<file path="src/rtl/mem_access_master.sv">
// rtl/mem_access_master.sv - load/store initiator for a word-wide data RAM
module mem_access_master #(
  parameter int DEPTH = 128
) (
  input  logic        clk,
  input  logic        rst,
  input  logic        req_valid,
  output logic        req_ready,
  input  logic        req_write,
  input  logic [1:0]  req_size,
  input  logic        req_unsigned,
  input  logic [31:0] req_addr,
  input  logic [31:0] req_wdata,
  output logic        rsp_valid,
  output logic [31:0] rsp_rdata,
  output logic        rsp_err,
  output logic [31:0] mem_address,
  output logic [31:0] mem_din,
  output logic        mem_write_enable,
  output logic        mem_read_enable,
  input  logic [31:0] mem_dout
);

  typedef enum logic [1:0] {IDLE, RD, WR, RESP} state_t;

  state_t      state, state_nxt;

  // Request fields latched at accept; only the low half of wdata is needed
  // after accept because word stores hand their data to mem_din directly.
  logic        lat_write, lat_write_nxt;
  logic [1:0]  lat_size, lat_size_nxt;
  logic        lat_unsigned, lat_unsigned_nxt;
  logic [1:0]  lat_offset, lat_offset_nxt;
  logic [15:0] lat_wdata, lat_wdata_nxt;

  logic        req_ready_nxt, rsp_valid_nxt, rsp_err_nxt;
  logic        mem_we_nxt, mem_re_nxt;
  logic [31:0] rsp_rdata_nxt, mem_address_nxt, mem_din_nxt;

  logic        req_misaligned, req_out_of_range;
  logic [4:0]  lane_lsb;
  logic [7:0]  lane_byte;
  logic [15:0] lane_half;
  logic [31:0] byte_mask, byte_ins;
  logic [31:0] load_data, merge_data;

  // Alignment check of the incoming request; size 11 is always rejected
  always_comb begin
    req_misaligned = 1'b0;
    case (req_size)
      2'b01:   req_misaligned = req_addr[0];
      2'b10:   req_misaligned = |req_addr[1:0];
      2'b11:   req_misaligned = 1'b1;
      default: req_misaligned = 1'b0;
    endcase
  end

  assign req_out_of_range = req_addr[31:2] >= 30'(DEPTH);

  // Big-endian lanes: byte offset 0 is the most significant byte
  assign lane_lsb  = {~lat_offset, 3'b000};
  assign lane_byte = mem_dout[lane_lsb +: 8];
  assign lane_half = lat_offset[1] ? mem_dout[15:0] : mem_dout[31:16];
  assign byte_mask = 32'h0000_00ff << lane_lsb;
  assign byte_ins  = {24'h0, lat_wdata[7:0]} << lane_lsb;

  // Load extraction and extension from the word being read this cycle
  always_comb begin
    load_data = mem_dout;
    case (lat_size)
      2'b00:   load_data = lat_unsigned ? {24'h0, lane_byte} : {{24{lane_byte[7]}}, lane_byte};
      2'b01:   load_data = lat_unsigned ? {16'h0, lane_half} : {{16{lane_half[15]}}, lane_half};
      default: load_data = mem_dout;
    endcase
  end

  // Read-modify-write merge of the store lane(s) into the word being read
  always_comb begin
    merge_data = mem_dout;
    case (lat_size)
      2'b00:   merge_data = (mem_dout & ~byte_mask) | byte_ins;
      2'b01:   merge_data = lat_offset[1] ? {mem_dout[31:16], lat_wdata} : {lat_wdata, mem_dout[15:0]};
      default: merge_data = mem_dout;
    endcase
  end

  // Next state and next value of every registered output
  always_comb begin
    state_nxt        = state;
    lat_write_nxt    = lat_write;
    lat_size_nxt     = lat_size;
    lat_unsigned_nxt = lat_unsigned;
    lat_offset_nxt   = lat_offset;
    lat_wdata_nxt    = lat_wdata;
    req_ready_nxt    = 1'b0;
    rsp_valid_nxt    = 1'b0;
    rsp_err_nxt      = 1'b0;
    rsp_rdata_nxt    = 32'h0;
    mem_address_nxt  = mem_address;
    mem_din_nxt      = mem_din;
    mem_we_nxt       = 1'b0;
    mem_re_nxt       = 1'b0;
    case (state)
      IDLE: begin
        if (req_valid) begin
          lat_write_nxt    = req_write;
          lat_size_nxt     = req_size;
          lat_unsigned_nxt = req_unsigned;
          lat_offset_nxt   = req_addr[1:0];
          lat_wdata_nxt    = req_wdata[15:0];
          if (req_misaligned || req_out_of_range) begin
            state_nxt     = RESP;
            rsp_valid_nxt = 1'b1;
            rsp_err_nxt   = 1'b1;
          end else if (!req_write || req_size != 2'b10) begin
            state_nxt       = RD;
            mem_re_nxt      = 1'b1;
            mem_address_nxt = {2'b00, req_addr[31:2]};
          end else begin
            state_nxt       = WR;
            mem_we_nxt      = 1'b1;
            mem_address_nxt = {2'b00, req_addr[31:2]};
            mem_din_nxt     = req_wdata;
          end
        end else begin
          req_ready_nxt = 1'b1;
        end
      end
      RD: begin
        if (lat_write) begin
          state_nxt   = WR;
          mem_we_nxt  = 1'b1;
          mem_din_nxt = merge_data;
        end else begin
          state_nxt     = RESP;
          rsp_valid_nxt = 1'b1;
          rsp_rdata_nxt = load_data;
        end
      end
      WR: begin
        state_nxt     = RESP;
        rsp_valid_nxt = 1'b1;
      end
      default: begin
        state_nxt     = IDLE;
        req_ready_nxt = 1'b1;
      end
    endcase
  end

  // State, latched request and registered outputs
  always_ff @(posedge clk) begin
    if (rst) begin
      state            <= IDLE;
      lat_write        <= 1'b0;
      lat_size         <= 2'b00;
      lat_unsigned     <= 1'b0;
      lat_offset       <= 2'b00;
      lat_wdata        <= 16'h0;
      req_ready        <= 1'b1;
      rsp_valid        <= 1'b0;
      rsp_err          <= 1'b0;
      rsp_rdata        <= 32'h0;
      mem_address      <= 32'h0;
      mem_din          <= 32'h0;
      mem_write_enable <= 1'b0;
      mem_read_enable  <= 1'b0;
    end else begin
      state            <= state_nxt;
      lat_write        <= lat_write_nxt;
      lat_size         <= lat_size_nxt;
      lat_unsigned     <= lat_unsigned_nxt;
      lat_offset       <= lat_offset_nxt;
      lat_wdata        <= lat_wdata_nxt;
      req_ready        <= req_ready_nxt;
      rsp_valid        <= rsp_valid_nxt;
      rsp_err          <= rsp_err_nxt;
      rsp_rdata        <= rsp_rdata_nxt;
      mem_address      <= mem_address_nxt;
      mem_din          <= mem_din_nxt;
      mem_write_enable <= mem_we_nxt;
      mem_read_enable  <= mem_re_nxt;
    end
  end

endmodule

</file>
<file path="config.mk">
export PLATFORM = sky130hd
export DESIGN_NAME = mem_access_master
export DESIGN_NICKNAME = d
export VERILOG_FILES = /design/src/rtl/mem_access_master.sv
export SDC_FILE = /design/constraint.sdc
export NUM_CORES = 1
export LEC_CHECK = 0
export ABC_AREA = 0
export BUFFER_PORTS_ARGS = -buffer_cell sky130_fd_sc_hd__buf_2
export CORE_ASPECT_RATIO = 0.8
export CORE_MARGIN = 3
export CORE_UTILIZATION = 50
export CTS_CLUSTER_SIZE = 25
export DETAILED_ROUTE_END_ITERATION = 7
export PLACE_DENSITY = 0.78
export SLEW_MARGIN = 20
export SYNTH_ARGS = -nofsm -noshare
export SYNTH_HDL_FRONTEND = slang
export SYNTH_SLANG_ARGS = --single-unit
</file>
<file path="constraint.sdc">
create_clock -name clk -period 3.8 [get_ports clk]
set_clock_uncertainty 0.15 [all_clocks]
set_input_delay 0.38 -clock clk [delete_from_list [all_inputs] [get_ports clk]]
set_output_delay 0.38 -clock clk [all_outputs]
set_load 0.03 [all_outputs]
</file>
==> metrics.cfg <==
[grt]
grt_overflow = 0
grt_max_degree = 68
grt_usage_pct = 29.22
grt_pass1_vias = 5615
grt_pass1_wl_um = 29930
antenna_found_initial = 0

[timing]
rsz0062_at_grt = false
finalSetupViolations = 0
fin_ws_ns = 1.311
slew_violations = 0
min_period_ns = 2.489
fin_hold_ws_ns = 0.05758
fin_tns_setup_ns = 0
fin_crit_sh_pct = 65.49
hold_violations = 0
fmax_mhz = 401.8
tightest_slew_ns = 0.8385
slew_headroom_pct = 44.02

[synthesis]
syn_avg_cell_area_um2 = 8.580
syn_inst = 682
synth-edff-count = 0
ys_top_cells_by_area = dfxtp_1 42%, a21oi_1 5.8%, a22oi_1 4.6%
async_flop_share_pct = 0
netlist_area_mm2 = 0.005852
synth_common_cells = 123 x dfxtp_1, 68 x a21oi_1, 68 x nand2_1, 58 x clkbuf_1, 38 x nor2_1
yosys.cell_count.top_type = dfxtp_1
ys_seq_area_share_pct = 42.08
synth_top_family_by_area = compound AO/OA/AOI/OAI gates
synth-xor-area-share_pct = 0
ys_types = 53
synth_top_area_share_pct = 42.08
synth_top_cell_by_area = dfxtp_1
yosys_most_used_dff = dfxtp_1
synth_compound_area_share_pct = 26.00
muxShareOfSynthArea_pct = 4.469
synth_simple_gate_area_share_pct = 21.30
synthAdderAreaFrac_pct = 0.8552
synth_warnings = 0
ys_ff_latch = 123

[power_and_ir_drop]
p_seq_share_pct = 32.8
clkPwrFrac_pct = 33.2
p_leak_nw = 3.220
switching_share_pct = 39.50
netSwitchingPower_mw = 1.917
p_comb_share_pct = 34.0
power.density_mw_per_mm2 = 649.4
ir_drop_v = 0.0004608
intPower_mw = 2.937

[clock_network]
ctsRootBufferMaster = clkbuf_16
numClockSinks = 123
hold_buffers = 0
cts.path.max_buffers = 2
cts_setup_buffers = 0
clock_latency_ns = 0.41
clkSlewWorstSetupHoldPaths_ns = 0.06
cts_htree_levels = 4
cts_tree = yes
numCtsBuffers = 17
cts_resized = 0

[worst_setup_path]
crit_family = compound AO/OA/AOI/OAI gates
worstReg2RegEnd = mem_din[31]$_SDFFE_PP0P_
r2r_cells = 6
crit_fanout = 43
critical-path-max-stage-delay_ns = 0.49
rr_startpoint = lat_size[1]$_SDFFE_PP0P_
arrival_ns = 2.67
r2r_setup_slack_ns = 1.31
cp_cell_sequence = buf_4 -> or2_2 -> nor3_1 -> o21ai_0 -> a31oi_1 -> o31ai_1
crit_buf_inv = 1
worstSetupPathType = reg -> reg
critPathLaunchType = flop
cp.required_ns = 3.98
cp_slowest_cell = or2_2
cp-end-kind = flop

[routing]
ant_nets = 0
vias = 6101
wl_per_cell_um = 19.35
drt-pass1-iter-count = 6
wl_um = 19480
viasPerCell = 6.059
drt-initial-drc-count = 776
drc = 0

[floorplanning]
start_util_pct = 52.50
dieArea_mm2 = 0.01305
rows = 34
pin_count = 204
core_mm2 = 0.01115
die_w_um = 127.0
die_h_um = 102.8

[layout]
diodes = 0
drive_gt1_share_pct = 32.10
fillers = 952
fin_area_mm2 = 0.007475
utilization_pct = 67.06
area_delta_synth_final_pct = 27.73
fin_nets = 957

[place]
dp_hpwl_um = 14000
place_area_mm2 = 0.006880
place_ws_ns = 1.210
port_buffers = 201
routabilityCongestion = 0.9100

[min_path]
hp-class = in -> reg
min_path_cells = 3
min-delay-start = req_addr[6]
min_to = mem_address[4]$_SDFFE_PP0P_

[job]
cap_violations = 0

[run_status]
status = completed

==> metrics by stage <==
stage,cells,total power [mW]
6_report,1007,4.854
5_1_grt,1007,5.082
4_1_cts,1007,4.843
3_5_place_dp,975,3.226
3_3_place_gp,975,3.196
2_1_floorplan,683,2.763
==> cells in the final DEF, fill, tap and decap left out, types with 17 or more instances in the layout <==
master,count
buf_2,201
dfxtp_1,123
a21oi_1,68
nand2_1,67
nor2_1,37
a22oi_1,36
nand3_1,34
o21ai_0,25
and2_1,24
o211ai_1,23
nor2b_1,20
a31oi_1,17
clkbuf_16,17
==> power by group through the flow <==
stage / clock network, mW / registers (mW) / logic (mW)
after global placement: 0 / 1.61 / 1.59
final: 1.61 / 1.59 / 1.65
after floorplan: 0 / 1.81 / 0.950
after global routing: 1.69 / 1.61 / 1.78
after CTS: 1.63 / 1.59 / 1.63
after detailed placement: 0 / 1.61 / 1.61
==> kinds of logic after synthesis <==
logic type      Yosys count
compound gates          227
buf+inv                  76
flops                   123
fa+ha+maj                 4
mux                      16
other cells               1
simple gates            235
==> worst max-delay path by stage <==
stage | cells after the start | to | startpoint
3_3_place_gp | 7 | mem_address[19]$_SDFFE_PP0P_ | state[0]$_SDFFE_PP0P_
6_report | 6 | mem_din[31]$_SDFFE_PP0P_ | lat_size[1]$_SDFFE_PP0P_
4_1_cts | 7 | mem_address[26]$_SDFFE_PP0P_ | state[0]$_SDFFE_PP0P_
3_5_place_dp | 7 | mem_address[26]$_SDFFE_PP0P_ | state[0]$_SDFFE_PP0P_
5_1_grt | 5 | mem_din[29]$_SDFFE_PP0P_ | lat_size[0]$_SDFFE_PP0P_
2_1_floorplan | 6 | mem_din[14]$_SDFFE_PP0P_ | req_addr[12]
==> area by class of cell <==
type                       count  area, µm²  share of cell area, %
multi-input combinational    484       3094                  41.40
sequential                   123       2462                  32.94
timing repair buffer         216       1119                  14.96
clock buffer                  18      439.2                  5.875
tap                          144      180.2                  2.410
clock inverter                14      150.1                  2.009
inverter                       8      30.03                 0.4017
==> tightest hold or removal path: cells and delay by family <==
kind / cells / cell delay, ns
buffers and inverters: 1 / 0.08
muxes: 1 / 0.06
and+or+nand+nor: 1 / 0.07
==> registers in the layout (all words and copies together) (netlist names), 2 cells and up <==
register	cells
mem_din	32
rsp_rdata	32
mem_address	30
lat_wdata	16
lat_offset	2
lat_size	2
state	2
==> metal layers <==
layer	part of all wire (%)	GRT usage (%)	vias to the layer above
met2	45	44.92	390
li1	-	-	2848
met3	12	8.597	46
met5	0	0	-
met1	41	39.55	2817
met4	2.5	10.47	0
No activity file was read; power rests on OpenSTA's default activity.
